File: src/rtl/bus_arb_pkg.sv
// Shared bus definitions: arbiter state encodings, default timeout and the
// request bundle steered from the owning master onto the shared bus.
package bus_arb_pkg;

  // Owner states are one-hot so the grant output is the state register itself.
  localparam logic [1:0] ST_IDLE = 2'b00;
  localparam logic [1:0] ST_OWN0 = 2'b01;
  localparam logic [1:0] ST_OWN1 = 2'b10;

  localparam int unsigned TMO_CYCLES_DEF = 1024;
  localparam int          ADDR_W         = 22;
  localparam int          DATA_W         = 32;

  typedef struct packed {
    logic              stb;
    logic              we;
    logic [ADDR_W-1:0] addr;
    logic [DATA_W-1:0] dout;
  } bus_req_t;

endpackage

File: src/rtl/bus_arb_tmo.sv
// Owner-cycle timeout counter: cleared while the bus is idle, counts stalled
// owner cycles and flags the last allowed one.
module bus_tmo
  import bus_arb_pkg::*;
#(
  parameter int unsigned TMO_CYCLES = TMO_CYCLES_DEF
) (
  input  logic clk,
  input  logic rst,
  input  logic clr,
  input  logic en,
  output logic hit
);

  localparam logic [15:0] HIT_VAL = 16'(TMO_CYCLES - 1);

  logic [15:0] r_cnt;

  // Saturates instead of wrapping so a stuck count can never re-arm the hit.
  always_ff @(posedge clk) begin
    if (rst || clr) begin
      r_cnt <= 16'd0;
    end else if (en && (r_cnt != 16'hFFFF)) begin
      r_cnt <= r_cnt + 16'd1;
    end
  end

  assign hit = (r_cnt == HIT_VAL);

endmodule

File: src/rtl/bus_arb.sv
// Two-master round-robin bus arbiter (m0 = CPU, m1 = DMA) with one dead
// IDLE cycle between owners and a sticky owner-stall timeout.
module bus_arb
  import bus_arb_pkg::*;
#(
  parameter int unsigned TMO_CYCLES = TMO_CYCLES_DEF
) (
  input  logic              clk,
  input  logic              rst,
  input  logic              m0_stb,
  input  logic              m0_we,
  input  logic [ADDR_W-1:0] m0_addr,
  input  logic [DATA_W-1:0] m0_dout,
  output logic [DATA_W-1:0] m0_din,
  output logic              m0_ack,
  input  logic              m1_stb,
  input  logic              m1_we,
  input  logic [ADDR_W-1:0] m1_addr,
  input  logic [DATA_W-1:0] m1_dout,
  output logic [DATA_W-1:0] m1_din,
  output logic              m1_ack,
  output logic              bus_stb,
  output logic              bus_we,
  output logic [ADDR_W-1:0] bus_addr,
  output logic [DATA_W-1:0] bus_dout,
  input  logic [DATA_W-1:0] bus_din,
  input  logic              bus_ack,
  output logic [1:0]        grant,
  output logic              tmo_err,
  input  logic              tmo_clr
);

  logic [1:0] r_state;
  logic       r_last;
  logic       r_tmo_err;

  logic [1:0] w_next;
  logic       w_own0;
  logic       w_own1;
  logic       w_owner_stb;
  logic       w_hit;
  logic       w_fire;
  bus_req_t   w_req;

  assign w_own0      = (r_state == ST_OWN0);
  assign w_own1      = (r_state == ST_OWN1);
  assign w_owner_stb = (w_own0 & m0_stb) | (w_own1 & m1_stb);
  // A withdrawn request or a real ack both take precedence over the timeout.
  assign w_fire      = w_owner_stb & ~bus_ack & w_hit;

  bus_tmo #(.TMO_CYCLES(TMO_CYCLES)) u_tmo (
    .clk (clk),
    .rst (rst),
    .clr (r_state == ST_IDLE),
    .en  ((w_own0 | w_own1) & ~bus_ack),
    .hit (w_hit)
  );

  always_comb begin
    w_next = r_state;
    case (r_state)
      ST_IDLE: begin
        if (m0_stb && m1_stb) w_next = r_last ? ST_OWN0 : ST_OWN1;
        else if (m0_stb)      w_next = ST_OWN0;
        else if (m1_stb)      w_next = ST_OWN1;
      end
      ST_OWN0, ST_OWN1: begin
        if (bus_ack || !w_owner_stb || w_fire) w_next = ST_IDLE;
      end
      default: w_next = ST_IDLE;
    endcase
  end

  // r_last = 1 means m1 won most recently, so m0 wins the next tie.
  always_ff @(posedge clk) begin
    if (rst) begin
      r_state   <= ST_IDLE;
      r_last    <= 1'b1;
      r_tmo_err <= 1'b0;
    end else begin
      r_state <= w_next;
      if (r_state == ST_IDLE && w_next == ST_OWN0) r_last <= 1'b0;
      if (r_state == ST_IDLE && w_next == ST_OWN1) r_last <= 1'b1;
      if (w_fire)       r_tmo_err <= 1'b1;
      else if (tmo_clr) r_tmo_err <= 1'b0;
    end
  end

  always_comb begin
    w_req = '0;
    if (w_own0) w_req = '{stb: m0_stb, we: m0_we, addr: m0_addr, dout: m0_dout};
    if (w_own1) w_req = '{stb: m1_stb, we: m1_we, addr: m1_addr, dout: m1_dout};
  end

  assign bus_stb  = w_req.stb;
  assign bus_we   = w_req.we;
  assign bus_addr = w_req.addr;
  assign bus_dout = w_req.dout;

  assign m0_ack  = w_own0 & (bus_ack | w_fire);
  assign m1_ack  = w_own1 & (bus_ack | w_fire);
  assign m0_din  = (w_own0 & w_fire) ? '0 : bus_din;
  assign m1_din  = (w_own1 & w_fire) ? '0 : bus_din;
  assign grant   = r_state;
  assign tmo_err = r_tmo_err;

endmodule
File: config.mk
export PLATFORM = sky130hd
export DESIGN_NAME = bus_arb
export DESIGN_NICKNAME = d
export VERILOG_FILES = /design/src/rtl/bus_arb_pkg.sv /design/src/rtl/bus_arb_tmo.sv /design/src/rtl/bus_arb.sv
export SDC_FILE = /design/constraint.sdc
export NUM_CORES = 1
export LEC_CHECK = 0
export CAP_MARGIN = 25
export CORE_AREA = 2 2 107 109
export DETAILED_ROUTE_END_ITERATION = 10
export DIE_AREA = 0 0 109 111
export GPL_ROUTABILITY_DRIVEN = 0
export PLACE_DENSITY = 0.73
export SLEW_MARGIN = 30
export SYNTH_ARGS = -nofsm -noshare
export SYNTH_HDL_FRONTEND = slang
export SYNTH_SLANG_ARGS = --single-unit
File: constraint.sdc
create_clock -name clk -period 2.3 [get_ports clk]
set_input_delay 0.345 -clock clk [delete_from_list [all_inputs] [get_ports clk]]
set_output_delay 0.345 -clock clk [all_outputs]
set_load 0.02 [all_outputs]
==> results.ini, run 1 <==
[worst_setup_path]
cp_slowest_stage_delay_ns = 0.51
regToRegStartpoint = u_tmo.r_cnt[0]$_SDFFE_PP0P_
critical_path_peak_fanout = 8
timing.setup.critical_path_class = reg2out
worstPathRequired_ns = 1.96
timing.reg2reg.worst_path_depth = 11
setup.worst_path.start_class = flop
critical_path.reg2reg.endpoint = tmo_err$_SDFFE_PP0P_
worstPathCellList = ha_4, or3b_4, or4_4, nor3_4, buf_12, nand2_8, buf_6, and2_4, buf_6
crit_path_end_kind = primary output
cpMostUsedCell = sky130_fd_sc_hd__buf_6
critical_path_arrival_ns = 2.51
setup.reg_to_reg.worst_slack_ns = -0.01
worst_setup_path_startpoint = u_tmo.r_cnt[0]$_SDFFE_PP0P_
critical_path.slowest_cell = sky130_fd_sc_hd__or4_4

[drt]
dr.first_iter.drc_count = 166
drt-wirelength-per-cell_um = 21.0
detailed_route_via_count = 3415
ant_nets = 0
viasPerCell = 4.68
drt-pass1-iter-count = 4
routed_wirelength_um = 15300
drc = 0

[timing]
max_slew_margin_pct = 50.4
final_hold_viol_count = 0
max_clock_freq_mhz = 350
transition_time_at_the_pin_with_the_least_slew_margin_ns = 0.742
fin_tns_setup_ns = -31.42
rsz0062_at_grt = true
final_period_minus_worst_setup_slack_ns = 2.85
setup_viol = 92
post-route-period-util_pct = 124
timing.clock.skew_ns = 0.00374
timing.final.ws_setup_ns = -0.555
slew_violations = 0

[logic_synthesis]
ys_warn_count = 0
netlist_area_mm2 = 0.00217
yosys_register_bits = 20
syn-instance-count = 274
synth_seq_area_share_pct = 18.5
number_of_distinct_library_cell_variants_in_the_gate_level_netlist_after_synthesis = 42
synth.top_cell.area_share_pct = 22.2
post_synth_main_area_contributors = sky130_fd_sc_hd__a22o_1, sky130_fd_sc_hd__dfxtp_1, sky130_fd_sc_hd__and2_1, sky130_fd_sc_hd__nor2_1, sky130_fd_sc_hd__buf_6
netlist.top_cell.by_area = sky130_fd_sc_hd__a22o_1
synth.avg_cell_area_um2 = 7.91
synthesis.nets = 427

[pwr]
comb_power_share_pct = 58.7
total_leakage_power_uw = 0.00256
power-per-cell-area_mw_per_mm2 = 364
pwr-share-seq_pct = 17.7
power.share.clock_pct = 23.6
switching_share_pct = 34.3
p_sw_uw = 696
vdd_ir_drop_max_uv = 257
cell_internal_pwr_uw = 1330

[cts]
cts_inserted_buffers = 3
cts-hold-fix-buffers = 0
h-tree-depth = 1
tritoncts = built
path_clk_slew_ns = 0.06
cts.path.max_buffers = 2
worstSkewPairLatency_ns = 0.26
root_buffer = sky130_fd_sc_hd__clkbuf_16
numClockSinks = 20

[min_path]
min-delay-start = tmo_err$_SDFFE_PP0P_
worstHoldPathCells = 2
holdCritPathClass = reg2reg
holdPathEnd = tmo_err$_SDFFE_PP0P_

[grt]
grt_start_max_net_pins = 42
grt_pass1_vias = 3331
first_pass_grt_wire_length_um = 20800
grt_remaining_overflow = 0
antenna_found_initial = 11
gr-usage-all-layers_pct = 23.4

[finish]
post_route_cells_drive_above_1_share_pct = 35.0
area_growth_pct = 158
finish.net_count = 734
final_core_utilization_pct = 50.4

[floorplan]
fp-row-count = 39
io_pins = 273
die-area_mm2 = 0.0121
die_height_um = 111
die_w_um = 109
floorplan.initialDensity_pct = 19.6
design.core.area_mm2 = 0.0111

[flow_run]
cap_violations = 0

[status]
violated_checks = setup timing
outcome = complete, but fails checks

[place]
detailed_place_hpwl_um = 12300
post-place-ws_ns = -0.696
numPortBuffers = 272

==> worst max-delay path by stage <==
stage / endpoint / cells after the start
after global placement: m1_din[31] / 7
final: m1_din[9] / 9
after CTS: m1_din[9] / 8
after detailed placement: m1_din[31] / 7
after global routing: m1_din[7] / 9
after floorplan: m0_din[10] / 8
==> per-layer routing <==
layer	vias up	global-route usage, %	part of all wire [%]
li1	1620	-	-
met4	8	3.85	1.4
met2	172	34.4	42
met5	-	0	0.38
met1	1595	30.8	43
met3	20	12.4	13
==> layout by cell type (no fill, tap or decap), types with 5 or more instances in the layout <==
master / count
sky130_fd_sc_hd__xnor2_1: 9
sky130_fd_sc_hd__diode_2: 7
sky130_fd_sc_hd__clkdlybuf4s15_2: 32
sky130_fd_sc_hd__and2_1: 43
sky130_fd_sc_hd__inv_1: 6
sky130_fd_sc_hd__nor2_1: 23
sky130_fd_sc_hd__dfxtp_1: 16
sky130_fd_sc_hd__nand2_1: 5
sky130_fd_sc_hd__a22o_1: 55
sky130_fd_sc_hd__dlymetal6s2s_1: 18
sky130_fd_sc_hd__buf_2: 34
sky130_fd_sc_hd__and2_4: 20
sky130_fd_sc_hd__nand3_1: 7
sky130_fd_sc_hd__buf_4: 53
sky130_fd_sc_hd__clkdlybuf4s50_1: 150
sky130_fd_sc_hd__buf_6: 24
==> per-stage QoR <==
stage | std cells | cell area, µm² | power [µW] | hold WS [ns]
2_1_floorplan | 274 | 2200 | 847 | 0.417
3_3_place_gp | 704 | 5270 | 1550 | 0.465
3_5_place_dp | 704 | 5270 | 1560 | 0.493
4_1_cts | 717 | 5400 | 2010 | 0.507
5_1_grt | 725 | 5570 | 2110 | 0.543
6_report | 730 | 5580 | 2030 | 0.497
==> cells in the mapped netlist <==
cell type	number
sky130_fd_sc_hd__xor2_1	3
sky130_fd_sc_hd__nand4b_1	1
sky130_fd_sc_hd__clkbuf_1	15
sky130_fd_sc_hd__nor3_4	1
sky130_fd_sc_hd__a311oi_1	4
sky130_fd_sc_hd__nand3_1	7
sky130_fd_sc_hd__mux2i_1	3
sky130_fd_sc_hd__or4_4	1
sky130_fd_sc_hd__o2bb2ai_1	1
sky130_fd_sc_hd__o2111ai_1	1
sky130_fd_sc_hd__a211oi_1	3
sky130_fd_sc_hd__a31oi_1	2
sky130_fd_sc_hd__nand2_4	2
sky130_fd_sc_hd__or4_1	1
sky130_fd_sc_hd__or2_2	2
sky130_fd_sc_hd__or3b_2	1
sky130_fd_sc_hd__and2_1	61
sky130_fd_sc_hd__xnor2_1	9
sky130_fd_sc_hd__and3b_2	1
sky130_fd_sc_hd__dfxtp_1	20
sky130_fd_sc_hd__a32oi_1	1
sky130_fd_sc_hd__nor2b_1	1
sky130_fd_sc_hd__nand4_1	3
sky130_fd_sc_hd__clkbuf_8	1
sky130_fd_sc_hd__a22o_1	55
sky130_fd_sc_hd__nand2b_1	4
sky130_fd_sc_hd__and4_1	1
sky130_fd_sc_hd__a22oi_1	1
sky130_fd_sc_hd__buf_6	7
sky130_fd_sc_hd__nor2_1	23
sky130_fd_sc_hd__nor4_1	2
sky130_fd_sc_hd__nor3_1	3
sky130_fd_sc_hd__inv_1	6
sky130_fd_sc_hd__a21oi_1	4
sky130_fd_sc_hd__and2_2	4
sky130_fd_sc_hd__o21a_1	2
sky130_fd_sc_hd__o21ai_0	2
sky130_fd_sc_hd__buf_1	1
sky130_fd_sc_hd__and3_2	2
sky130_fd_sc_hd__and3_1	2
sky130_fd_sc_hd__ha_1	5
sky130_fd_sc_hd__nand2_1	5
==> worst max-delay path: cells and delay by family, from the launching register on <==
kind	cells	cell delay (ns)
and+or+nand+nor	5	1.29
DFF	1	0.37
adders and majority gates	1	0.14
buffers and inverters	3	0.45
==> sequential cells by signal, summed over array words and instances, names as in the netlist <==
register     cells
grant            2
r_last           1
tmo_err          1
u_tmo.r_cnt     16
==> power groups by stage <==
stage	Clock [µW]	Combinational, µW	Sequential (µW)
after floorplan	0	475	372
after global placement	0	1190	366
after detailed placement	0	1190	366
after CTS	486	1170	359
after global routing	506	1250	360
final	479	1190	360
==> cell type report <==
class,instances,area (µm²)
sequential,20,405
tap,143,179
antenna,7,17.5
multi-input combinational,227,1750
timing repair buffer,323,3100
clock buffer,3,75.1
clock inverter,1,30.0
fill,1071,5490
inverter,6,22.5
==> kinds of logic (layout without fill, tap and decap cells) <==
kind of cell,count (synthesis),count (layout),share of synthesized area (%)
compound gates,76,76,29.1
flops,20,20,18.5
mux,3,3,1.39
buf+inv,30,333,8.08
other cells,0,7,0
xor+xnor,12,12,4.85
fa+ha+maj,5,5,2.89
simple gates,128,131,35.2
==> timing repair <==
action                                  in CTS  in global routing
gates resized for setup                    381                 52
cloned                                       3                  1
endpoints found under the setup margin     121                120
pin swaps                                    6                  5
buffers inserted                             7                  6
(Power assumes the default switching activity.)
==> run 2: changes to the inputs <==
--- a/config.mk
+++ b/config.mk
@@ -11,7 +11,6 @@
 export DIE_AREA = 0 0 109 111
 export GPL_ROUTABILITY_DRIVEN = 0
 export PLACE_DENSITY = 0.73
-export SLEW_MARGIN = 30
 export SYNTH_ARGS = -nofsm -noshare
 export SYNTH_HDL_FRONTEND = slang
 export SYNTH_SLANG_ARGS = --single-unit
==> results of run 2 <==
Final layout, timing and power as in run 1 (identical DEF).
